===== src/rtl/cache_flush_unit.sv =====
// Cache flush engine: walks all 8 lines in index order and writes every dirty
// line back to physical memory, clearing its dirty bit once memory acknowledges.
module cache_flush_unit #(
   parameter int width     = 128,
   parameter int num_lines = 8
) (
   input  logic                 clk,
   input  logic                 reset_n,
   input  logic                 flush_req,
   output logic                 busy,
   output logic                 flush_done,
   output logic [2:0]           array_index,
   input  logic [width-1:0]     array_dataout,
   input  logic [8:0]           tag_in,
   input  logic [num_lines-1:0] dirty,
   output logic                 clear_dirty,
   output logic [15:0]          pmem_address,
   output logic [width-1:0]     pmem_wdata,
   output logic                 pmem_write,
   input  logic                 pmem_resp
);

   typedef enum logic [2:0] {
      ST_IDLE  = 3'd0,
      ST_SCAN  = 3'd1,
      ST_WRITE = 3'd2,
      ST_CLEAR = 3'd3,
      ST_DONE  = 3'd4
   } state_t;

   state_t           r_state;
   state_t           w_next_state;
   logic [2:0]       r_idx;
   logic [2:0]       w_next_idx;
   logic             w_latch;
   logic [15:0]      r_addr;
   logic [width-1:0] r_wdata;

   // State, line counter and the write-back address/data latched when a dirty line is found
   always_ff @(posedge clk or negedge reset_n) begin
      if (!reset_n) begin
         r_state <= ST_IDLE;
         r_idx   <= 3'd0;
         r_addr  <= {16{1'b0}};
         r_wdata <= {width{1'b0}};
      end else begin
         r_state <= w_next_state;
         r_idx   <= w_next_idx;
         if (w_latch) begin
            r_addr  <= {tag_in, r_idx, 4'b0000};
            r_wdata <= array_dataout;
         end else begin
            r_addr  <= r_addr;
            r_wdata <= r_wdata;
         end
      end
   end

   // Next-state and counter logic; index 7 always exits to DONE so the counter never wraps
   always_comb begin
      w_next_state = r_state;
      w_next_idx   = r_idx;
      w_latch      = 1'b0;
      case (r_state)
         ST_IDLE: begin
            if (flush_req) begin
               w_next_state = ST_SCAN;
               w_next_idx   = 3'd0;
            end else begin
               w_next_state = ST_IDLE;
            end
         end
         ST_SCAN: begin
            if (dirty[r_idx]) begin
               w_next_state = ST_WRITE;
               w_latch      = 1'b1;
            end else if (r_idx == 3'd7) begin
               w_next_state = ST_DONE;
            end else begin
               w_next_idx   = r_idx + 3'd1;
            end
         end
         ST_WRITE: begin
            if (pmem_resp) begin
               w_next_state = ST_CLEAR;
            end else begin
               w_next_state = ST_WRITE;
            end
         end
         ST_CLEAR: begin
            if (r_idx == 3'd7) begin
               w_next_state = ST_DONE;
            end else begin
               w_next_state = ST_SCAN;
               w_next_idx   = r_idx + 3'd1;
            end
         end
         ST_DONE: begin
            w_next_state = ST_IDLE;
         end
         default: begin
            w_next_state = ST_IDLE;
            w_next_idx   = 3'd0;
         end
      endcase
   end

   // Moore strobes decoded from the state register only
   always_comb begin
      busy        = 1'b0;
      flush_done  = 1'b0;
      clear_dirty = 1'b0;
      pmem_write  = 1'b0;
      case (r_state)
         ST_IDLE:  busy = 1'b0;
         ST_SCAN:  busy = 1'b1;
         ST_WRITE: begin
            busy       = 1'b1;
            pmem_write = 1'b1;
         end
         ST_CLEAR: begin
            busy        = 1'b1;
            clear_dirty = 1'b1;
         end
         ST_DONE: begin
            busy       = 1'b1;
            flush_done = 1'b1;
         end
         default:  busy = 1'b0;
      endcase
   end

   assign array_index  = r_idx;
   assign pmem_address = r_addr;
   assign pmem_wdata   = r_wdata;

endmodule


===== config.mk =====
export PLATFORM = sky130hd
export DESIGN_NAME = cache_flush_unit
export DESIGN_NICKNAME = d
export VERILOG_FILES = /design/src/rtl/cache_flush_unit.sv
export SDC_FILE = /design/constraint.sdc
export NUM_CORES = 1
export LEC_CHECK = 0
export CAP_MARGIN = 20
export CORE_AREA = 3 3 147 149
export DETAILED_ROUTE_END_ITERATION = 10
export DIE_AREA = 0 0 150 152
export PLACE_DENSITY = 0.73
export SYNTH_ARGS = -nofsm -noshare
export SYNTH_HDL_FRONTEND = slang
export SYNTH_SLANG_ARGS = --single-unit

===== constraint.sdc =====
create_clock -name clk -period 2.15 [get_ports clk]
set_input_delay 0.3225 -clock clk [delete_from_list [all_inputs] [get_ports clk]]
set_output_delay 0.3225 -clock clk [all_outputs]
set_load 0.005 [all_outputs]

# Yosys cells after proc, flatten, opt, wreduce, memory -nomap -nowiden
# Index checks and enable logic that the tools add are counted.
# word_totals
wordCells	37
mem_bits_rw	0
rom_bits	0
memories	0
input_bits	149
out_inout_bits	151
latch_bits	0
regBits	146
# op_classes
multipliers	0
n_addsub	1
n_reduce_logical	4
div_mod_pow	0
magnitude_cmp	1
eq_ne	8
n_bitwise	1
shift	0
mux	18
# ops
op	count
3-bit case mux with 4 select lines	2
3-bit two-way mux	6
1-bit two-way mux	9
3-bit by 2-bit equality test with 1-bit output (second input constant)	2
3-bit equality test (second input constant)	2
3-bit by 4-bit less-than comparator with 1-bit output (second input constant)	1
2-bit inequality test (second input constant)	2
4-bit OR reduction	1
3-bit by 1-bit adder with 3-bit output (second input constant)	1
1-bit binary-select mux with 3-bit select	1
3-bit by 1-bit equality test with 1-bit output (second input constant)	1
3-bit logical NOT	1
3-bit inequality test (second input constant)	1
3-bit AND reduction	1
2-bit OR reduction	1
1-bit NOT	1

# Logic depth before layout (Yosys ltp)
# Gate-level depths: netlist of the first run.
# logic_depth
word_depth	4
ltp_mapped	7
depth_no_buf	6

# Least setup slack after synthesis of the first run
# Ideal clock, no wire load.
# synth_path
path_type	reg2reg
from	register r_idx[0], in the netlist array_index[0]
to	register r_wdata[10], in the netlist pmem_wdata[10]
path_buffers	3
setup_ns	0.125
synth_period_minus_slack_ns	1.879
path_slack_ns	0.271
required_ns	2.025
stages_incl_launch_ff	8
arrival_time_ns	1.754
path_cell_list	dfrtp_1 > buf_6 > mux2_4 > a2bb2oi_4 > nand3_2 > buf_8 > buf_8 > mux2_4
# synth_via
elab_chain_cells	4
# synth_rtl
item	line	source
start: declaration	33	logic [2:0] r_idx;
start signal: assignment	48	r_idx <= w_next_idx;
1-bit binary-select mux with 3-bit select	74	if (dirty[r_idx]) begin
1-bit two-way mux (implied by the code)	74	
1-bit two-way mux	74	
1-bit two-way mux	64	case (r_state)
end signal: assignment	45	r_wdata <= {width{1'b0}};
end signal: assignment	51	r_wdata <= array_dataout;
end signal: assignment	54	r_wdata <= r_wdata;
end: declaration	37	logic [width-1:0] r_wdata;
# Every way passes these cells. The select of a mux whose other input is x is not followed.
# A chain may end at the register's enable or synchronous reset.

# Worst setup path in the final report of the first run
# layout_path
from	register r_state[0]
to	output clear_dirty
# layout_via
elab_chain_cells	2
# layout_rtl
item	line	source
start: declaration	31	state_t r_state;
start signal: assignment	47	r_state <= w_next_state;
3-bit by 2-bit equality test with 1-bit output	114	case (r_state)
1-bit two-way mux	114	
end: declaration	16	output logic clear_dirty,
# Every way passes these cells.

==> impl_results.md, run 1 <==
* Synth area leaders: dfrtp_1 (60%), mux2_4 (22%), mux2_2 (9.4%)
* Share of cells above drive strength 1 at 0.309
* Finish-stage setup viols at 0
* CTS tree: built
* Yosys cell types at 30
* Hold/Removal Path Class: in2async
* Critical path peak fanout at 7
* Vias per inst at ~4.3
* Num CTS Buffers at 17
* Post-synth EDFFs at 0
* Sequential share of power at 0.316
* Row count at 52
* Worst reg2reg setup slack at between 0.15 and 0.2 ns
* Max Cap Viol at 0
* Warning count from the yosys run at 0
* Crit. End Element: primary output
* Nets at 832
* Worst Setup Slack, final at a little under 0.1 ns
* Max Slew Vio Count at 0
* Area grow syn2layout at 66.1%
* Antenna violations before repair at 0
* Yosys top cell area share at 0.597
* # diodes at 0
* Post-DP Area at 0.00953 sq mm
* H-tree depth at 4
* First-pass detailed-route iteration total at 4
* Depth of the worst register-to-register path at 7
* Min cycle time layout at 2.05 ns
* RePlAce Congestion at around 0.8
* Routed Wire Length at 16200 microns
* Clock Power Share at 0.191
* Worst skew pair latency at around 0.40 ns
* Synth Cell Area at about 0.006 sq mm
* Pre-CTS setup slack at -0.00481 ns
* Die area at approximately 0.023 sq mm
* Count leader, synth: dfrtp_1
* Most used DFF post-synth: dfrtp_1
* Tot GR Track Use at 0.143
* WL/cell at between 15 and 20 microns
* Tcrit/Tclk final at 0.954
* Outcome: finished clean
* Post-synthesis sequential element count at ~150
* Setup bufs post-CTS at 0
* Vias in the first global route at a little under 5000
* Upper clock frequency limit at ~0.5 GHz
* Critical Path Sink: clear_dirty
* DP Cell Count at about 930
* Syn avg cell area at about 17 sq um
* Synthesized netlist cell count at 350
* DRT antenna net count at 0
* GRT overflow at 0
* WP data arrival at roughly 1.7 ns
* CTS sink count at 146
* Largest net degree at the start of global routing at between 60 and 70
* Register area share after synthesis at 0.597
* Initial cell density of the core at 0.301
* Residual DRC at 0
* Kind of critical path: reg2out
* Post-route insts no fill at roughly 960
* Pleak at about 4.6 nW
* P_sw at ~4.4 mW
* Comb pwr share at 0.493
* RSZ-0062 raised after global routing: false
* Req. time, crit path at 1.83 ns
* Max VDD drop at between 700 and 800 uV
* Starting DRT DRC Count at about 100
* Clock buffer depth at 2
* Synth top cells by count: dfrtp_1 (146), mux2_4 (90), mux2_2 (51), buf_8 (10)
* Pwr dens at approximately 1600 mW/mm^2
* Reg-to-Reg End: pmem_wdata[84]
* Cell area after layout at around 0.010 sq mm
* Fin Clk Skew at a little under 0.007 ns
* Final core occ at 0.500
* Vias at 4149
* R2r startpoint: array_index[0]
* Core Area at between 0.02 and 0.025 sq mm
* Die Y at about 150 microns
* Root buf cell: clkbuf_16
* Buffers on Ports at around 300
* Crit start category: flop
* Area leader, netlist: dfrtp_1
* Final hold violations at 0
* First-pass GRT wire length at 25900 microns
* Detail Placement HPWL at about 12000 microns
* Die width at roughly 150 microns
* I/O pin count at 300
* CP startpoint: r_state[0]
* Async SR Flop Fraction at 1.00
* Clk slew on worst S/H paths at around 0.06 ns
* Internal at 11.7 mW
* Switching part of the total at 0.273
[cell usage in the layout, fill, tap and decap left out, types with 2 or more instances in the layout]
| master | synthesis | routed |
|---|---|---|
| inv_1 | 3 | 3 |
| clkinvlp_4 | 0 | 2 |
| clkdlybuf4s50_1 | 0 | 294 |
| dfrtp_2 | 0 | 3 |
| nor2b_1 | 3 | 2 |
| buf_4 | 4 | 30 |
| dfrtp_1 | 146 | 143 |
| and2_1 | 2 | 2 |
| ha_1 | 2 | 2 |
| nand2_1 | 4 | 4 |
| mux2_4 | 90 | 90 |
| nand2b_1 | 3 | 3 |
| bufinv_16 | 0 | 4 |
| mux2i_1 | 6 | 6 |
| clkbuf_16 | 0 | 17 |
| nor2_1 | 4 | 3 |
| inv_6 | 0 | 2 |
| mux2_2 | 51 | 51 |
| conb_1 | 1 | 4 |
| clkinv_4 | 0 | 3 |
| buf_12 | 0 | 5 |
[metal layers]
| metal | global-route usage | up-vias | part of all wire |
|---|---|---|---|
| li1 | - | 1887 | - |
| met1 | 0.163 | 2058 | 0.39 |
| met2 | 0.246 | 181 | 0.51 |
| met3 | 0.0563 | 23 | 0.082 |
| met4 | 0.0449 | 0 | 0.018 |
| met5 | 0 | - | 0 |
[stage by stage]
stage / total power, mW / hold slack [ns] / setup TNS (ns)
after global placement: 12.9 / 0.237 / 0
final: 16.1 / 0.378 / 0
after floorplan: 8.98 / 0.0269 / 0
after global routing: 17.1 / 0.381 / 0
after CTS: 16.4 / 0.378 / 0
after detailed placement: 13.1 / 0.249 / -0.00481
[repair_timing]
action | in CTS | in global routing
resized for setup | 2 | 3
hold endpoints to repair | 36 | 0
setup endpoints to repair | 1 | 4
hold buffers | 1 | 0
gates cloned | 0 | 0
[layout make-up]
type	count	area (sq um)
repair buffers	331	3290
clock buffers	18	429
fillers	1738	10100
flip-flops and latches	146	3660
multi-input cells	182	2250
well taps	270	338
inverters	3	11.3
clock inverters	12	184
[worst max-delay path, stage by stage, from the launching register on]
cell and delay [ns]:
dfrtp_2 0.43, nor2b_2 0.23, and2_1 0.16, clkdlybuf4s50_1 0.51
[power by group through the flow]
stage | combinational, mW | clock (mW) | sequential, mW
after floorplan | 3.92 | 0 | 5.06
after global placement | 7.82 | 0 | 5.05
after detailed placement | 8.02 | 0 | 5.12
after CTS | 8.08 | 3.19 | 5.12
after global routing | 8.46 | 3.31 | 5.30
final | 7.95 | 3.08 | 5.10
[logic make-up after synthesis]
kind of cell,synth area share
buffers and inverters,0.0387
DFF,0.597
and+or+nand+nor,0.0182
adders and majority gates,0.00409
xor gates and xnor gates,0.00143
AOI/OAI and AO/OA,0.0131
other,0.000613
muxes,0.327
[state kept, by name, indices dropped and copies added, names as in the netlist]
signal	cells
pmem_wdata	128
r_state	3
pmem_address	12
array_index	3
[worst min-delay path by stage]
stage | end | slack (ns) | cells after the start | from
after floorplan | array_index[0] | 0.03 | 0 | reset_n
after global placement | pmem_wdata[52] | 0.24 | 1 | reset_n
after detailed placement | pmem_wdata[52] | 0.25 | 1 | reset_n
after CTS | pmem_wdata[52] | 0.38 | 2 | reset_n
after global routing | pmem_wdata[52] | 0.38 | 2 | reset_n
final | pmem_wdata[52] | 0.38 | 2 | reset_n
Note: power is estimated with default switching activity, not from simulation.
==> inputs of run 2 (changes only) <==
Settings changed: CORE_AREA 3 3 147 149 to 3 3 105 208, DIE_AREA 0 0 150 152 to 0 0 108 211.
==> run 2 against run 1 <==
  * Critical path depth increased by 3
  * Register-to-register slack got worse by 0.09 ns
  * Setup slack got worse by 0.020 ns
  * Final cell count decreased by 0.94%
  * Design area decreased by 0.26%
  * Count of clock-buffer cells in the layout unchanged
  * Worst hold slack improved by 0.034 ns
  * Maximum frequency decreased by 0.95%
  * Global-route usage increased by 1.2 points
  * Combinational power about the same
  * Sequential cell count unchanged
==> impl_results.md, run 2 (synthesized netlist as in run 1, its figures left out) <==
* Outcome: finished clean
* Die Y at 211 microns (+39%)
* DP Cell Count at 920 (-1.2%)
* Worst skew pair latency at 0.44 ns (+0.04 ns)
* CTS tree: built
* Die width at 108 microns (-28%)
* Finish-stage setup viols at 0 (unchanged)
* Max Slew Vio Count at 0 (unchanged)
* Max VDD drop at 982 uV (+32%)
* Vias at 4115 (-0.82%)
* Tot GR Track Use at 0.155 (+0.0116)
* Internal at 11.7 mW (-0.61%)
* Clock buffer depth at 2 (unchanged)
* Row count at 74 (+42%)
* GRT overflow at 0 (unchanged)
* Critical path cell sequence: mux2_4, a2bb2oi_4, nand3_4, buf_12, buf_12, mux2_4
* DRT antenna net count at 0 (unchanged)
* Worst reg2reg setup slack at 0.08 ns (-0.09 ns)
* Tcrit/Tclk final at 0.963 (+0.00917)
* Clk slew on worst S/H paths at 0.07 ns (about the same)
* Most common cell after layout, fill and taps aside: clkdlybuf4s50_1
* Final core occ at 0.495 (-0.00526)
* Reg-to-Reg End: pmem_wdata[47]
* Largest net degree at the start of global routing at 58 (-9.4%)
* CTS sink count at 146 (unchanged)
* WP data arrival at 2.39 ns (+0.66 ns)
* Root buf cell: clkbuf_16
* Detail Placement HPWL at 13400 microns (+8.2%)
* P_sw at 4.56 mW (+3.6%)
* Area grow syn2layout at 65.7%
* Comb pwr share at 0.489 (-0.004)
* WL/cell at 18.3 microns (+8.4%)
* RePlAce Congestion at 0.782 (-3.0%)
* Residual DRC at 0 (unchanged)
* Post-route insts no fill at 953 (-0.94%)
* Num CTS Buffers at 17 (unchanged)
* First-pass detailed-route iteration total at 4 (unchanged)
* Max incr delay on CP at 0.55 ns (+0.04 ns)
* Min Hold Slack at 0.412 ns (+0.0336 ns)
* RSZ-0062 raised after global routing: false
* Min cycle time layout at 2.07 ns (+0.0197 ns)
* Upper clock frequency limit at 0.483 GHz (-0.95%)
* Share of cells above drive strength 1 at 0.304 (-0.00503)
* Sequential share of power at 0.315 (about the same)
* # diodes at 0 (unchanged)
* Most frequent cells in the layout: clkdlybuf4s50_1 (293), dfrtp_1 (144), mux2_4 (90), mux2_2 (51), buf_4 (23)
* Buffers on Ports at 295 (unchanged)
* CP max-delay cell: dfrtp_1
* Routed Wire Length at 17400 microns (+7.4%)
* Starting DRT DRC Count at 127 (+28%)
* Antenna violations before repair at 0 (unchanged)
* Depth of the worst register-to-register path at 6 (-1)
* Vias in the first global route at 4752 (-1.6%)
* Kind of critical path: reg2reg
* Crit start category: flop
* Max Cap Viol at 0 (unchanged)
* Nets at 825 (-0.84%)
* Fill cells at 1719 (-1.1%)
* Critical path peak fanout at 27 (+20)
* I/O pin count at 300 (unchanged)
* Core Area at 0.0205 sq mm (+0.80%)
* Delay-heaviest family, CP: multiplexers
* Pwr dens at 1600 mW/mm^2 (+0.81%)
* Vias per inst at 4.32 (+0.12%)
* Pleak at 4.56 nW (about the same)
* Fin Clk Skew at 0.0116 ns (+0.00474 ns)
* Clock Power Share at 0.197 (+0.006)
* Crit. End Element: flop
* Req. time, crit path at 2.47 ns (+0.64 ns)
* First-pass GRT wire length at 26200 microns (+1.0%)
* Max FFs per register at 128 (unchanged)
* Bufs and invs on worst path at 2 (+1)
* Switching part of the total at 0.281 (+0.00840)
* Initial cell density of the core at 0.299 (-0.00239)
* R2r startpoint: array_index[0]
* Final hold violations at 0 (unchanged)
* H-tree depth at 4 (unchanged)
* Hold/Removal Path Class: in2async
* Die area at 0.0228 sq mm (about the same)
==> run 2: worst max path at each step <==
| stage | from | to | slack [ns] | cells past startpoint |
|---|---|---|---|---|
| 3_5_place_dp | dirty[6] | pmem_wdata[64] | -0.06 | 7 |
| 2_1_floorplan | array_index[0] | pmem_wdata[10] | 0.27 | 7 |
| 6_report | array_index[0] | pmem_wdata[47] | 0.08 | 6 |
| 5_1_grt | r_state[2] | pmem_write | 0.007 | 3 |
| 3_3_place_gp | dirty[6] | pmem_wdata[60] | -0.02 | 7 |
| 4_1_cts | r_state[1] | busy | 0.03 | 3 |
==> run 2: stage by stage <==
| step | power [mW] | setup slack (ns) | instance area [sq um] | setup TNS [ns] |
|---|---|---|---|---|
| after floorplan | 8.98 | 0.271 | 6130 | 0 |
| after global placement | 12.8 | -0.0203 | 9470 | -0.271 |
| after detailed placement | 13.1 | -0.0552 | 9470 | -1.74 |
| after CTS | 16.4 | 0.0330 | 10100 | 0 |
| after global routing | 17.0 | 0.00654 | 10100 | 0 |
| final | 16.2 | 0.0796 | 10100 | 0 |
==> run 2: timing repair <==
action	CTS	global route
setup endpoints to repair	4	1
hold buffers	1	0
endpoints found under the hold margin	49	0
setup buffers	0	0
resized for setup	7	1
==> run 2: power groups by stage <==
| stage | clock network, mW | logic [mW] | registers [mW] |
|---|---|---|---|
| floorplan | 0 | 3.92 | 5.06 |
| global placement | 0 | 7.77 | 5.05 |
| detailed placement | 0 | 7.98 | 5.12 |
| CTS | 3.29 | 8.04 | 5.11 |
| global route | 3.38 | 8.39 | 5.26 |
| finish | 3.19 | 7.92 | 5.11 |
==> run 2: per-layer routing <==
metal | part of all wire | track usage | vias up
li1 | - | - | 1865
met1 | 0.33 | 0.150 | 2001
met2 | 0.56 | 0.282 | 216
met3 | 0.084 | 0.0578 | 33
met4 | 0.029 | 0.0763 | 0
met5 | 0 | 0 | -
==> run 2: worst reg2reg max path, stage by stage (launching register included) <==
cell       delay, ns
dfrtp_1         0.55
mux2_4          0.36
a2bb2oi_4       0.18
nand3_4         0.12
buf_12          0.21
buf_12          0.22
mux2_4          0.32
==> run 2: layout make-up <==
class,instances,area [sq um],area share
sequential,146,3660,0.361
timing repair buffer,324,3240,0.319
multi-input combinational,182,2260,0.224
clock buffer,18,429,0.0424
tap,266,333,0.0328
clock inverter,14,203,0.0200
inverter,3,11.3,0.00111
==> inputs of run 3 (changes only) <==
Settings changed: HOLD_SLACK_MARGIN set to 0.05.
==> results of run 3 <==
No change in the layout: final DEF, timing and power equal those of run 2.
